**src/rtl/led_pattern_fader.sv**
```systemverilog
// led_pattern_fader: decodes the LED-move state code into an 8-LED pattern
// and drives the board LEDs, cross-fading between patterns by PWM.
// Optional feature macro: LED_FADE_EN (defined = PWM cross-fade, undefined =
// patterns switch immediately and busy stays low).
module led_pattern_fader #(
  parameter int PWM_BITS  = 8,
  parameter int FADE_STEP = 16
) (
  input  logic       clk,
  input  logic       rst,
  input  logic [7:0] state_code,
  output logic [7:0] led,
  output logic       busy,
  output logic       code_err
);

  // Codes 11..62 are the only ones the state counter should ever produce.
  function automatic logic code_valid(input logic [7:0] code);
    return (code >= 8'd11) && (code <= 8'd62);
  endfunction

  // Tens digit picks the pattern family, units digit the position within it.
  function automatic logic [7:0] decode_pat(input logic [7:0] code);
    logic [7:0] t;
    logic [3:0] u;
    logic [2:0] p;
    logic [7:0] pat;
    t   = code / 8'd10;
    u   = 4'(code % 8'd10);
    p   = 3'(u % 4'd8);
    pat = 8'h00;
    if (code_valid(code)) begin
      case (t)
        8'd1:    pat = 8'h01 << p;
        8'd2:    pat = (8'h01 << p) | (8'h80 >> p);
        // 8-bit wraparound makes p=7 give 0x00-1 = 0xFF as required.
        8'd3:    pat = (8'h02 << p) - 8'h01;
        8'd4:    pat = 8'hFF << p;
        8'd5:    pat = u[0] ? 8'hAA : 8'h55;
        8'd6:    pat = u[0] ? 8'h00 : 8'hFF;
        default: pat = 8'h00;
      endcase
    end
    return pat;
  endfunction

  logic [7:0] q1_q, q2_q, acc_code_q;
  logic       code_err_q;
  logic       accept;
  logic [7:0] dec_pat;
  logic [7:0] cur_pat_q;

  // A code is taken only after two matching samples, so one-cycle glitches are dropped.
  always_comb begin
    accept  = (q1_q == q2_q) && (q2_q != acc_code_q);
    dec_pat = decode_pat(acc_code_q);
  end

  // Two-stage input capture and acceptance of a new stable code.
  always_ff @(posedge clk) begin
    if (rst) begin
      q1_q       <= 8'h00;
      q2_q       <= 8'h00;
      acc_code_q <= 8'h00;
      code_err_q <= 1'b0;
    end else begin
      q1_q <= state_code;
      q2_q <= q1_q;
      if (accept) begin
        acc_code_q <= q2_q;
        code_err_q <= !code_valid(q2_q);
      end
    end
  end

  assign code_err = code_err_q;

`ifdef LED_FADE_EN

  typedef enum logic {IDLE, FADE} state_t;

  localparam logic [PWM_BITS:0] MAX_W  = {1'b0, {PWM_BITS{1'b1}}};
  localparam logic [PWM_BITS:0] STEP_W = (PWM_BITS + 1)'(FADE_STEP);

  state_t              state_q, state_d;
  logic [7:0]          cur_pat_d;
  logic [7:0]          tgt_pat_q, tgt_pat_d;
  logic [PWM_BITS-1:0] level_q, level_d;
  logic [PWM_BITS-1:0] pwm_cnt_q, pwm_cnt_d;
  logic [7:0]          led_q, led_d;
  logic [PWM_BITS:0]   level_sum;
  logic                pwm_wrap;
  logic [7:0]          mix_pat;

  // Next-state and LED mix: IDLE shows cur_pat, FADE blends cur_pat into tgt_pat.
  always_comb begin
    state_d   = state_q;
    cur_pat_d = cur_pat_q;
    tgt_pat_d = tgt_pat_q;
    level_d   = level_q;
    pwm_cnt_d = pwm_cnt_q + PWM_BITS'(1);
    pwm_wrap  = (pwm_cnt_q == {PWM_BITS{1'b1}});
    level_sum = {1'b0, level_q} + STEP_W;
    // Bits common to both patterns stay lit; differing bits share each PWM period.
    mix_pat   = (cur_pat_q & tgt_pat_q)
              | (tgt_pat_q & ~cur_pat_q & {8{pwm_cnt_q <  level_q}})
              | (cur_pat_q & ~tgt_pat_q & {8{pwm_cnt_q >= level_q}});
    led_d     = cur_pat_q;
    case (state_q)
      IDLE: begin
        led_d = cur_pat_q;
        if (dec_pat != cur_pat_q) begin
          tgt_pat_d = dec_pat;
          level_d   = '0;
          state_d   = FADE;
        end
      end
      FADE: begin
        led_d = mix_pat;
        if (pwm_wrap) begin
          if (level_sum > MAX_W) begin
            cur_pat_d = tgt_pat_q;
            state_d   = IDLE;
          end else begin
            level_d = level_sum[PWM_BITS-1:0];
          end
        end
      end
      default: state_d = IDLE;
    endcase
  end

  // State register, fade bookkeeping and the registered LED drive.
  always_ff @(posedge clk) begin
    if (rst) begin
      state_q   <= IDLE;
      cur_pat_q <= 8'h00;
      tgt_pat_q <= 8'h00;
      level_q   <= '0;
      pwm_cnt_q <= '0;
      led_q     <= 8'h00;
    end else begin
      state_q   <= state_d;
      cur_pat_q <= cur_pat_d;
      tgt_pat_q <= tgt_pat_d;
      level_q   <= level_d;
      pwm_cnt_q <= pwm_cnt_d;
      led_q     <= led_d;
    end
  end

  assign led  = led_q;
  assign busy = (state_q == FADE);

`else

  // The fade parameters have no effect when the cross-fade is compiled out.
  logic unused_params;
  assign unused_params = ^{PWM_BITS[0], FADE_STEP[0]};

  // Without fading the shown pattern simply follows the decode one cycle later.
  always_ff @(posedge clk) begin
    if (rst) begin
      cur_pat_q <= 8'h00;
    end else begin
      cur_pat_q <= dec_pat;
    end
  end

  assign led  = cur_pat_q;
  assign busy = 1'b0;

`endif

endmodule

```
**config.mk**
```make
export PLATFORM = sky130hd
export DESIGN_NAME = led_pattern_fader
export DESIGN_NICKNAME = d
export VERILOG_FILES = /design/src/rtl/led_pattern_fader.sv
export SDC_FILE = /design/constraint.sdc
export NUM_CORES = 1
export LEC_CHECK = 0
export ABC_AREA = 1
export CAP_MARGIN = 10
export CORE_ASPECT_RATIO = 1.4
export CORE_MARGIN = 10
export CORE_UTILIZATION = 30
export CTS_CLUSTER_DIAMETER = 50
export DETAILED_ROUTE_END_ITERATION = 6
export GPL_TIMING_DRIVEN = 0
export PLACE_DENSITY_LB_ADDON = 0.08
export SKIP_CTS_REPAIR_TIMING = 1
export SYNTH_ARGS = -nofsm -noshare
export SYNTH_HDL_FRONTEND = slang
export SYNTH_SLANG_ARGS = --single-unit
```
**constraint.sdc**
```tcl
create_clock -name clk -period 3.1 [get_ports clk]
set_input_delay 0.775 -clock clk [delete_from_list [all_inputs] [get_ports clk]]
set_output_delay 0.775 -clock clk [all_outputs]
set_load 0.01 [all_outputs]
```
======== Yosys cells after proc, flatten, opt, wreduce, memory -nomap -nowiden ========
Index checks and enable logic that the tools add are counted.
W data, S select, Z words.
cells by class
  add/subtract/negate cells ............... 1
  divide/modulo/power cells ............... 2
  order comparisons ....................... 4
  equality and inequality tests ........... 8
  shifts and indexed selects .............. 4
  mux-type cells .......................... 3
  bitwise logic cells ..................... 2
  reduce and logical (&&, ||, !) cells .... 5
operators with widths
  operator               number
  $pmux W8 S6            1
  $eq A8 B3 Y1 const B   3
  $eq A8 B2 Y1 const B   2
  $ge A8 B4 Y1 const B   2
  $le A8 B6 Y1 const B   2
  $mux W8                2
  $div A8 B4 Y8 const B  1
  $eq A8 B1 Y1 const B   1
  $eq A8 B8 Y1           1
  $mod A8 B4 Y8 const B  1
  $ne A8 B8 Y1           1
  $or A8 B8 Y8           1
  $shl A1 B3 Y8 const A  1
  $shl A2 B3 Y8 const A  1
  $shl A8 B3 Y8 const A  1
  $shr A8 B3 Y8 const A  1
  $sub A8 B1 Y8 const B  1
  $logic_and A1 B1 Y1    3
  $reduce_or A2 Y1       1
  $logic_not A1 Y1       1
  $not A1 Y1             1
storage, ports and cells
  bits in registers ....................... 33
  logic and storage cells ................. 34

======== Logic depth before layout (Yosys ltp) ========
  depth in word-level cells ............... 4
  mapped depth ............................ 30
  depth with buffers taken out ............ 29

======== Worst setup path before layout ========
Ideal clock, no wire load.
  path type ............................... reg2reg
  start point ............................. register acc_code_q[7]
  end point ............................... register cur_pat_q[2], in the netlist led[2]
  library setup time ...................... 0.065 ns
  data arrival time ....................... 2.842 ns
  setup slack ............................. 0.193 ns
  cell stages (with the launch flop) ...... 30
  path buffers ............................ 2
  clock period less this slack ............ 2.907 ns
  path through ............................ dfxtp_1 -> buf_4 -> inv_2 -> nand2_2 -> nand3_1 -> nand2_2 -> nand2_2 -> nand2_1 -> nand2_1 -> inv_2 -> nand2_2 -> nand3_2 -> nand2_2 -> nand2_2 -> nand2_4 -> nand2_4 -> nand2_4 -> nand3_4 -> nand2_4 -> nand2_8 -> nand2_2 -> nand2_2 -> buf_6 -> nor2_4 -> inv_2 -> ha_1 -> or2_2 -> nand3_1 -> nor2_1 -> nor2_1
on the way
  word-level cells in the longest chain between the ends .. 4
  elaborated cells on any way between the ends .. 22
  classes of those cells .................. 1 x add/sub; 2 x div; 2 x order compare; 6 x eq/ne; 4 x shift; 3 x mux; 2 x bitwise; 2 x reduce/logical
ends and longest elaborated chain
  item                                             RTL line  source
  start, declared                                  47        logic [7:0] q1_q, q2_q, acc_code_q;
  start signal, assigned                           70        acc_code_q <= q2_q;
  $mod A8 B4 Y8, or another cell as far along      29        u = 4'(code % 8'd10);
  $shl A2 B3 Y8, or another cell as far along      37        8'd3: pat = (8'h02 << p) - 8'h01;
  $sub A8 B1 Y8, or another cell as far along      37
  $pmux W8 S6 or $reduce_or A2 Y1 (tied branches)  -
  end signal, assigned                             166       cur_pat_q <= dec_pat;
  end, declared                                    51        logic [7:0] cur_pat_q;
Parallel ways exist; a longest one is shown, timed or not.
A chain may end at the register's enable or synchronous reset.

======== Final worst setup path ========
Ends and elaborated chain as after synthesis.

==> reports/metrics.yaml <==
die:
  pin_count: 20
  core-area_sq_um: 7360
  die_w_microns: 93.5
  die_h_microns: 123
  die_area_sq_um: 11500
  num_rows: 37
  start_util_pct: 30.9
timing:
  final-setup-viol-count: 0
  max_freq_ghz: 0.330
  hold_violations: 0
  layout_worst_path_cycle_share_pct: 97.8
  final_max_slew_viol_count: 0
  fin_crit_ps: 3030
  slew-limit-headroom_pct: 57.9
  fin_ws_ps: 67.9
  worstMarginPinSlew_ps: 630
  skew_ps: 5.53
  rsz0062_at_grt: "true"
cts:
  cts_tree: "yes"
  clock_path_buffers: 2
  cts_sinks: 33
  h-tree-depth: 2
  numCtsBuffers: 5
  root_buffer: "clkbuf_8"
  clkTransAtPathRegs_ps: 70
  clk-insertion-delay-late_ps: 280
yosys:
  synth_area_leaders: "dfxtp_1 29%, nand2_1 14%, inv_1 7.6%"
  ys_seq_area_share_pct: 29.1
  syn-num-nets: 359
  ys_types: 44
  syn_inst: 348
  yosysTopAreaCell: "dfxtp_1"
  yosys.area.top_type_share_pct: 29.1
  avgSynthCellArea_sq_um: 6.53
  netlist_area_sq_um: 2270
  ys_warn_count: 0
  ys_ff_latch: 33
pwr:
  swShare_pct: 37.7
  clockPowerShare_pct: 23.8
  pwr-share-comb_pct: 41.2
  peakVddDrop_uv: 190
  p_seq_share_pct: 35.1
  power_switching_mw: 0.497
  internal-power_mw: 0.820
  p_per_area_nw_per_um2: 440
  leakagePower_nw: 1.41
worst_setup_path:
  worstSetupPathType: "register to register"
  critPathArrivalTime_ps: 3250
  cp-end-kind: "register"
  r2r_slack_ps: 70
  cp_max_fo: 6
  critPathLaunchType: "register"
  worstPathRequired_ps: 3320
cells_and_area:
  syn2layout_area_growth_pct: 31.7
  diodes: 0
  multi_input_area_sq_um: 1510
  num-nets-final: 403
  drive_gt1_share_pct: 23.9
  fillers: 779
  instances_no_fill: 490
  seq_area_sq_um: 671
drt:
  drt_first_pass_iters: 4
  dr_total_vias: 2290
  drt_iter0_drc: 87
  totalWireLength_microns: 6130
  wl_per_cell_microns: 12.5
  postRouteAntennaNets: 0
  viasPerCell: 4.67
  drc: 0
run_status:
  status: "complete, no violations"
global_routing:
  grt_pass1_wl_microns: 10200
  first_global_vias: 2143
  grt-ovfl-total: 0
  track_usage_pct: 10.8
  grt_max_degree: 12
  grt_antenna_before_repair: 0
min_path:
  hp-class: "register to register"
placement:
  place_congestion: 0.850
  numPortBuffers: 17
  placed_cells: 462
  place_ws_ps: -164
  dp_hpwl_microns: 4680
job:
  maxCapViolations: 0
-- metrics by stage --
stage          hold WS (ps)  power (mW)  TNS, ps  utilization [%]  area, sq um
5_1_grt                 457        1.42     -295             40.6         2990
2_1_floorplan           415       0.802        0                -         2270
6_report                430        1.32        0             40.6         2990
3_5_place_dp            425       0.896     -164             34.8         2560
3_3_place_gp            417       0.896     -164             34.8         2560
4_1_cts                 435        1.22     -218             36.0         2650
-- final cells by class --
class | count | area share, %
plain buffers | 7 | 1.63
clock buffers | 5 | 2.30
clock inverters | 3 | 0.586
inverters | 57 | 7.74
multi-input cells | 251 | 50.5
flip-flops and latches | 33 | 22.4
well taps | 97 | 4.06
repair buffers | 37 | 10.7
-- registers in the layout (all words and copies together) (netlist names) --
signal,count
q2_q,8
q1_q,8
code_err,1
acc_code_q,8
led,8
-- per-layer routing --
metal	track usage (%)	part of all wire (%)	vias to the layer above
li1	-	-	1213
met4	2.86	1.6	0
met5	0	0	-
met3	2.24	2.1	8
met2	20.7	56	24
met1	11.6	40	1045
-- Yosys cell counts (all sizes together) --
| cell type | number |
|---|---|
| o2111ai | 4 |
| nor4b | 1 |
| xor2 | 5 |
| clkbuf | 2 |
| o21ai | 14 |
| xnor2 | 2 |
| o211ai | 4 |
| a21boi | 1 |
| nor4 | 3 |
| nor3b | 1 |
| a211oi | 1 |
| nand4 | 8 |
| inv | 56 |
| clkinv | 1 |
| conb | 1 |
| buf | 5 |
| o21a | 1 |
| nand3 | 36 |
| nand2 | 104 |
| a21o | 1 |
| nor2 | 39 |
| a21oi | 15 |
| o22ai | 1 |
| or2 | 3 |
| dfxtp | 33 |
| a41oi | 1 |
| or4 | 2 |
| ha | 1 |
| nand3b | 1 |
| a31oi | 1 |
-- cells by family after synthesis --
kind of cell | Yosys count | share of synthesized area, %
adders and majority gates | 1 | 0.551
and+or+nand+nor | 198 | 43.9
buffers and inverters | 64 | 11.2
xor gates and xnor gates | 7 | 2.70
other | 1 | 0.165
DFF | 33 | 29.1
AOI/OAI and AO/OA | 44 | 12.3
-- placed cells by master, fill, tap and decap left out, drive strengths merged, types with 3 or more instances in the layout --
master	netlist	routed
clkbuf	2	7
clkdlybuf4s50	0	17
nor2	39	39
xor2	5	5
nand3	36	36
o211ai	4	4
a21oi	15	15
o2111ai	4	4
buf	5	25
clkinv	1	3
o21ai	14	14
nand4	8	8
nor4	3	3
or2	3	3
inv	56	56
dfxtp	33	33
nand2	104	104
-- critical path, cell delays in order, from the launching register on --
cell	delay (ps)
dfxtp_2	320
buf_6	140
inv_6	50
nand2_4	70
nand3_2	70
nand2_2	110
nand2_4	80
nand2_4	80
nand3_4	70
nand2_4	120
nand3_4	70
nand2_4	100
nand2_4	50
nand2_4	120
nand2_8	70
a21oi_4	210
nand2_8	90
nand2_8	110
nand2_4	60
nand2_4	110
nand2_4	70
nor2_4	120
inv_2	50
ha_4	200
or2_4	220
nand3_2	60
nor2_2	40
nor2_1	90
-- path summary, 6_finish.rpt --
path                                     from  endpoint  depth (start not counted)
worst min register to register        q1_q[1]   q2_q[1]                          2
worst min-delay path                  q1_q[1]   q2_q[1]                          2
worst max register to register  acc_code_q[7]    led[2]                         27
worst max-delay path            acc_code_q[7]    led[2]                         27
-- power by group through the flow --
stage               Clock [mW]  Combinational (mW)  Sequential [mW]
detailed placement           0               0.426            0.470
finish                   0.313               0.542            0.461
floorplan                    0               0.337            0.465
global route             0.347               0.605            0.464
global placement             0               0.426            0.470
CTS                      0.329               0.427            0.460
No activity file was read; power rests on OpenSTA's default activity.
==> edit 1: new RTL, config.mk and constraints unchanged <==
Remove the register `cur_pat_q`: a continuous assignment takes its place, so the output `led` follows one clock earlier.
--- a/src/rtl/led_pattern_fader.sv
+++ b/src/rtl/led_pattern_fader.sv
@@ -160,11 +160,5 @@
 
   // Without fading the shown pattern simply follows the decode one cycle later.
-  always_ff @(posedge clk) begin
-    if (rst) begin
-      cur_pat_q <= 8'h00;
-    end else begin
-      cur_pat_q <= dec_pat;
-    end
-  end
+  assign cur_pat_q = dec_pat;
 
   assign led  = cur_pat_q;
Check against the original RTL: not equivalent (a bounded check fails within 4 cycles, from zero or initial values and one cycle with rst high).
==> edit 1 against the unedited design <==
The flow now finishes with violations (negative setup slack). First-iteration DRC count increased by 23%. Wire length shrank 7.1%. Synthesized cell count stayed put. Sequential cell count shrank 8. Power shrank 4.2%. Clock skew increased by 0.0051 ns. Area after synthesis decreased by 11%. Worst setup slack worse by 1.1 ns. Register-to-register slack better by 0.71 ns. Final area is 11% lower. Critical path type is now flip-flop to primary output.
==> edit 1: results (changes against the unedited design) <==
| Metric | Value |
|---|---|
| Outcome | finished with violations |
| WL final | 5700 µm (-7.1%) |
| GR Util All Layers | 11.2% (+0.41 points) |
| Sequential share of the synthesized area | 24.8% (-4.3 points) |
| Met3 usage | 1.25% (-1.0 points) |
| Fillers | 710 (-8.9%) |
| Total number of vias | 2197 (-4.1%) |
| Longest Clk Path Bufs | 2 (unchanged) |
| Count of cell types in the netlist | 32 (-27%) |
| Worst slew margin | 33.1% (-25 points) |
| Skew final | 0.0106 ns (+0.00512 ns) |
| M2 GR Usage | 21.2% (+0.50 points) |
| Max incr delay on CP | 0.34 ns (+0.02 ns) |
| Failing checks | negative setup slack |
| R2R Path Start | acc_code_q[3]$_SDFFE_PP0P_ |
| Routing usage on met1 | 12.0% (+0.42 points) |
| Layout cells sized above 1 | 28.1% (+4.1 points) |
| Min-Delay Endpoint | q2_q[0]$_SDFF_PP0_ |
| Vias in the first global route | 2127 (-0.75%) |
| Most area-consuming cells after synthesis | dfxtp_1, nand2_1, inv_1 |
| First-pass GRT wire length | 9600 µm (-5.8%) |
| CTS HTree Levels | 1 (-1) |
| Port Buffers | 17 (unchanged) |
| Cts bufs inserted | 3 (-2) |
| Register-to-Register Path Depth | 8 (-70%) |
| Wire length on met3 | 103 µm (-21%) |
| Worst vdd rail ir drop | 297 µV (+56%) |
| Nets@finish | 397 (-1.5%) |
| CP Max Fanout | 8 (+2) |
| Post-detail-place hpwl | 4460 µm (-4.7%) |
| Critical hold path startpoint | q1_q[0]$_SDFF_PP0_ |
| Largest net degree at the start of global routing | 16 (+4) |
| Clk slew on worst S/H paths | 0.09 ns (+0.02 ns) |
| Setup slack after layout | -1.03 ns (-1.10 ns) |
| Reg-to-Reg End | acc_code_q[5]$_SDFFE_PP0P_ |
| Setup-failing EPs final | 8 (+8) |
| Worst path arrival time | 3.36 ns (+0.11 ns) |
| Routed length on met2 | 3040 µm (-12%) |
| 1st-iter DRT viols | 107 (+23%) |
| Top flop regs | acc_code_q: 8 flops, q1_q: 8 flops, q2_q: 8 flops |
| Met1 Routed Length | 2420 µm (-0.90%) |
| Synth cell count leaders | nand2_1, inv_1, nor2_1 |
| Place WS | -1.27 ns (-1.10 ns) |
| Leakage | 1.32 nW (-6.3%) |
| Gpl congestion | 0.832 (-2.2%) |
| R2R setup slack | 0.78 ns (+0.71 ns) |
[edit 1: cell types whose count changed in the layout (fill, tap and decap cells not counted), sizes merged, moves of 4 or more]
cell           delta
clkdlybuf4s50     -8
nand2            +14
nor2             +10
dfxtp             -8
xor2              -5
nand4             +8
o211ai            -4
nand3             -4
a21oi             +4
[edit 1: where the power goes]
| part | leakage, nW | total [W] | internal [W] | switching (W) |
|---|---|---|---|---|
| registers | 0.208 | 0.000356 | 0.000337 | 0.0000183 |
| logic | 1.09 | 0.000711 | 0.000286 | 0.000424 |
| clock network | 0.0260 | 0.000195 | 0.0000917 | 0.000103 |
| total | 1.32 | 0.00126 | 0.000715 | 0.000546 |
[edit 1: final cells by class]
class,count,area (µm²),area share [%]
Inverter,57,226,8.47
Clock inverter,1,6.26,0.234
Tap cell,74,92.6,3.46
Buffer,7,53.8,2.01
Timing Repair Buffer,33,268,10.0
Multi-Input combinational cell,259,1480,55.2
Sequential cell,25,510,19.1
Clock buffer,3,41.3,1.54
[edit 1: critical path, delay by kind of cell, from the launching register on]
kind	cells	cell delay [ns]
compound gates	1	0.08
fa+ha+maj	1	0.27
buf+inv	5	0.48
flops	1	0.34
simple gates	24	1.93
[edit 1: cell families (layout without fill, tap and decap cells)]
| group | Yosys count | in the layout | share of synthesized area, % |
|---|---|---|---|
| simple gates | 220 | 220 | 51.5 |
| buf+inv | 64 | 101 | 12.7 |
| compound gates | 37 | 37 | 10.2 |
| flops | 25 | 25 | 24.8 |
| fa+ha+maj | 1 | 1 | 0.619 |
| other cells | 1 | 1 | 0.186 |
[edit 1: stage by stage]
step	instances	instance area (µm²)	setup TNS [ns]	total power, W	hold WS (ns)
4_1_cts	443	2440	-11.29	0.00111	0.450
3_5_place_dp	439	2390	-8.71	0.000911	0.436
3_3_place_gp	439	2390	-8.51	0.000912	0.435
6_report	459	2680	-6.92	0.00126	0.448
5_1_grt	459	2680	-9.36	0.00136	0.482
2_1_floorplan	348	2130	-1.37	0.000797	0.424
[edit 1: how the worst max path moves through the flow]
stage / start / to / slack [ns] / cells past startpoint
2_1_floorplan: acc_code_q[7]$_SDFFE_PP0P_ / led[2] / -0.34 / 28
3_3_place_gp: acc_code_q[4]$_SDFFE_PP0P_ / led[2] / -1.24 / 28
3_5_place_dp: acc_code_q[4]$_SDFFE_PP0P_ / led[2] / -1.27 / 28
4_1_cts: acc_code_q[4]$_SDFFE_PP0P_ / led[2] / -1.59 / 28
5_1_grt: acc_code_q[7]$_SDFFE_PP0P_ / led[2] / -1.35 / 31
6_report: acc_code_q[7]$_SDFFE_PP0P_ / led[2] / -1.03 / 31
==> edit 2: new RTL, same settings <==
Without the edit above. Add a define of `LED_FADE_EN`.
--- a/src/rtl/led_pattern_fader.sv
+++ b/src/rtl/led_pattern_fader.sv
@@ -3,4 +3,6 @@
 // Optional feature macro: LED_FADE_EN (defined = PWM cross-fade, undefined =
 // patterns switch immediately and busy stays low).
+`define LED_FADE_EN
+
 module led_pattern_fader #(
   parameter int PWM_BITS  = 8,
Formal check against the unedited RTL: not equivalent (a bounded check fails within 10 cycles, from zero or initial values and one cycle with rst high).
==> edit 2 against the unedited design <==
The flow now finishes with violations (negative setup slack). Non-clock buffer count grew 10. Synthesized cell count is 68% higher. Final area increased by 70%. Worst setup slack got worse by 1.1 ns. Power is 140% higher. Utilization up 0.60 points. Wire length up 67%. Critical path type unchanged. Area after synthesis is 65% higher. Critical endpoint is now level_q[7]$_SDFFE_PP0P_. Fmax is 26% lower. Sequential cell count grew 29. Sequential share of layout area increased by 2.2 points. Global-route usage rose by 0.89 points. Worst hold slack better by 0.0092 ns.
==> edit 2: results (changes against the unedited design) <==
| Metric | Value |
|---|---|
| Routing usage on met1 | 14.0% (+2.4 points) |
| Vias in the first global route | 3577 (+67%) |
| Worst slew margin | 37.5% (-20 points) |
| Layout cells sized above 1 | 22.3% (-1.6 points) |
| M2 GR Usage | 19.6% (-1.2 points) |
| Non-Filler Instances | 792 (+62%) |
| Wire length on met3 | 363 µm (+180%) |
| Critical hold path startpoint | q1_q[3]$_SDFF_PP0_ |
| Flop pwr share | 28.1% (-7.0 points) |
| Post-Synth Adder-Cell Area | 3.00% (+2.5 points) |
| Drt via density | 4.78 (+2.4%) |
| Cts bufs inserted | 9 (+4) |
| Clk root buf | clkbuf_16 |
| 1st-iter DRT viols | 186 (+110%) |
| Setup slack after layout | -1.00 ns (-1.07 ns) |
| Max incr delay on CP | 0.36 ns (+0.04 ns) |
| Failing checks | negative setup slack |
| Post-detail-place hpwl | 7530 µm (+61%) |
| Outcome | finished with violations |
| Clk slew on worst S/H paths | 0.05 ns (-0.02 ns) |
| Worst setup path end | level_q[7]$_SDFFE_PP0P_ |
| Register-to-Register Path Depth | 40 (+48%) |
| Avg Cell Area, Syn | 6.41 µm² (-1.7%) |
| Worst hold slack | 0.439 ns (+0.00920 ns) |
| Min-Delay Endpoint | q2_q[3]$_SDFF_PP0_ |
| Synth Area in XOR/XNOR | 1.63% (-1.1 points) |
| Count of cell types in the netlist | 39 (-11%) |
| P_comb | 0.00111 W (+100%) |
| Post-placement cell count | 754 (+63%) |
| Synth Area in Compound Gates | 13.3% (+1.0 points) |
| Worst path slowest cell | dfxtp_4 |
| Nets@finish | 656 (+63%) |
| Logic pwr share | 34.7% (-6.5 points) |
| Gpl congestion | 0.877 (+3.2%) |
| Skew final | 0.00676 ns (+0.00123 ns) |
| Setup-failing EPs final | 13 (+13) |
| Synth cell count leaders | nand2_1, inv_1, dfxtp_1 |
edit 2: cell count changes after synthesis, sizes merged, moves of 20 or more:
cell,unedited run,this run
nand2,104,165
inv,56,87
dfxtp,33,62
a21oi,15,39
o21ai,14,38
nor2,39,60
nand3,36,56
edit 2: tightest hold or removal path, stage by stage, from the launching register on:
cell	delay [ns]
dfxtp_1	0.32
inv_1	0.05
nor2_1	0.03
edit 2: logic make-up after synthesis:
family                     count (synthesis)
xor gates and xnor gates                   7
and+or+nand+nor                          313
DFF                                       62
buffers and inverters                    103
AOI/OAI and AO/OA                         91
adders and majority gates                  9
edit 2: layout make-up:
type	count	area (µm²)
Clock buffer	11	253
Timing Repair Buffer	41	385
Fill cell	1256	7240
Tap cell	150	188
Inverter	90	353
Multi-Input combinational cell	420	2480
Sequential cell	62	1250
Buffer	13	67.6
Clock inverter	5	104
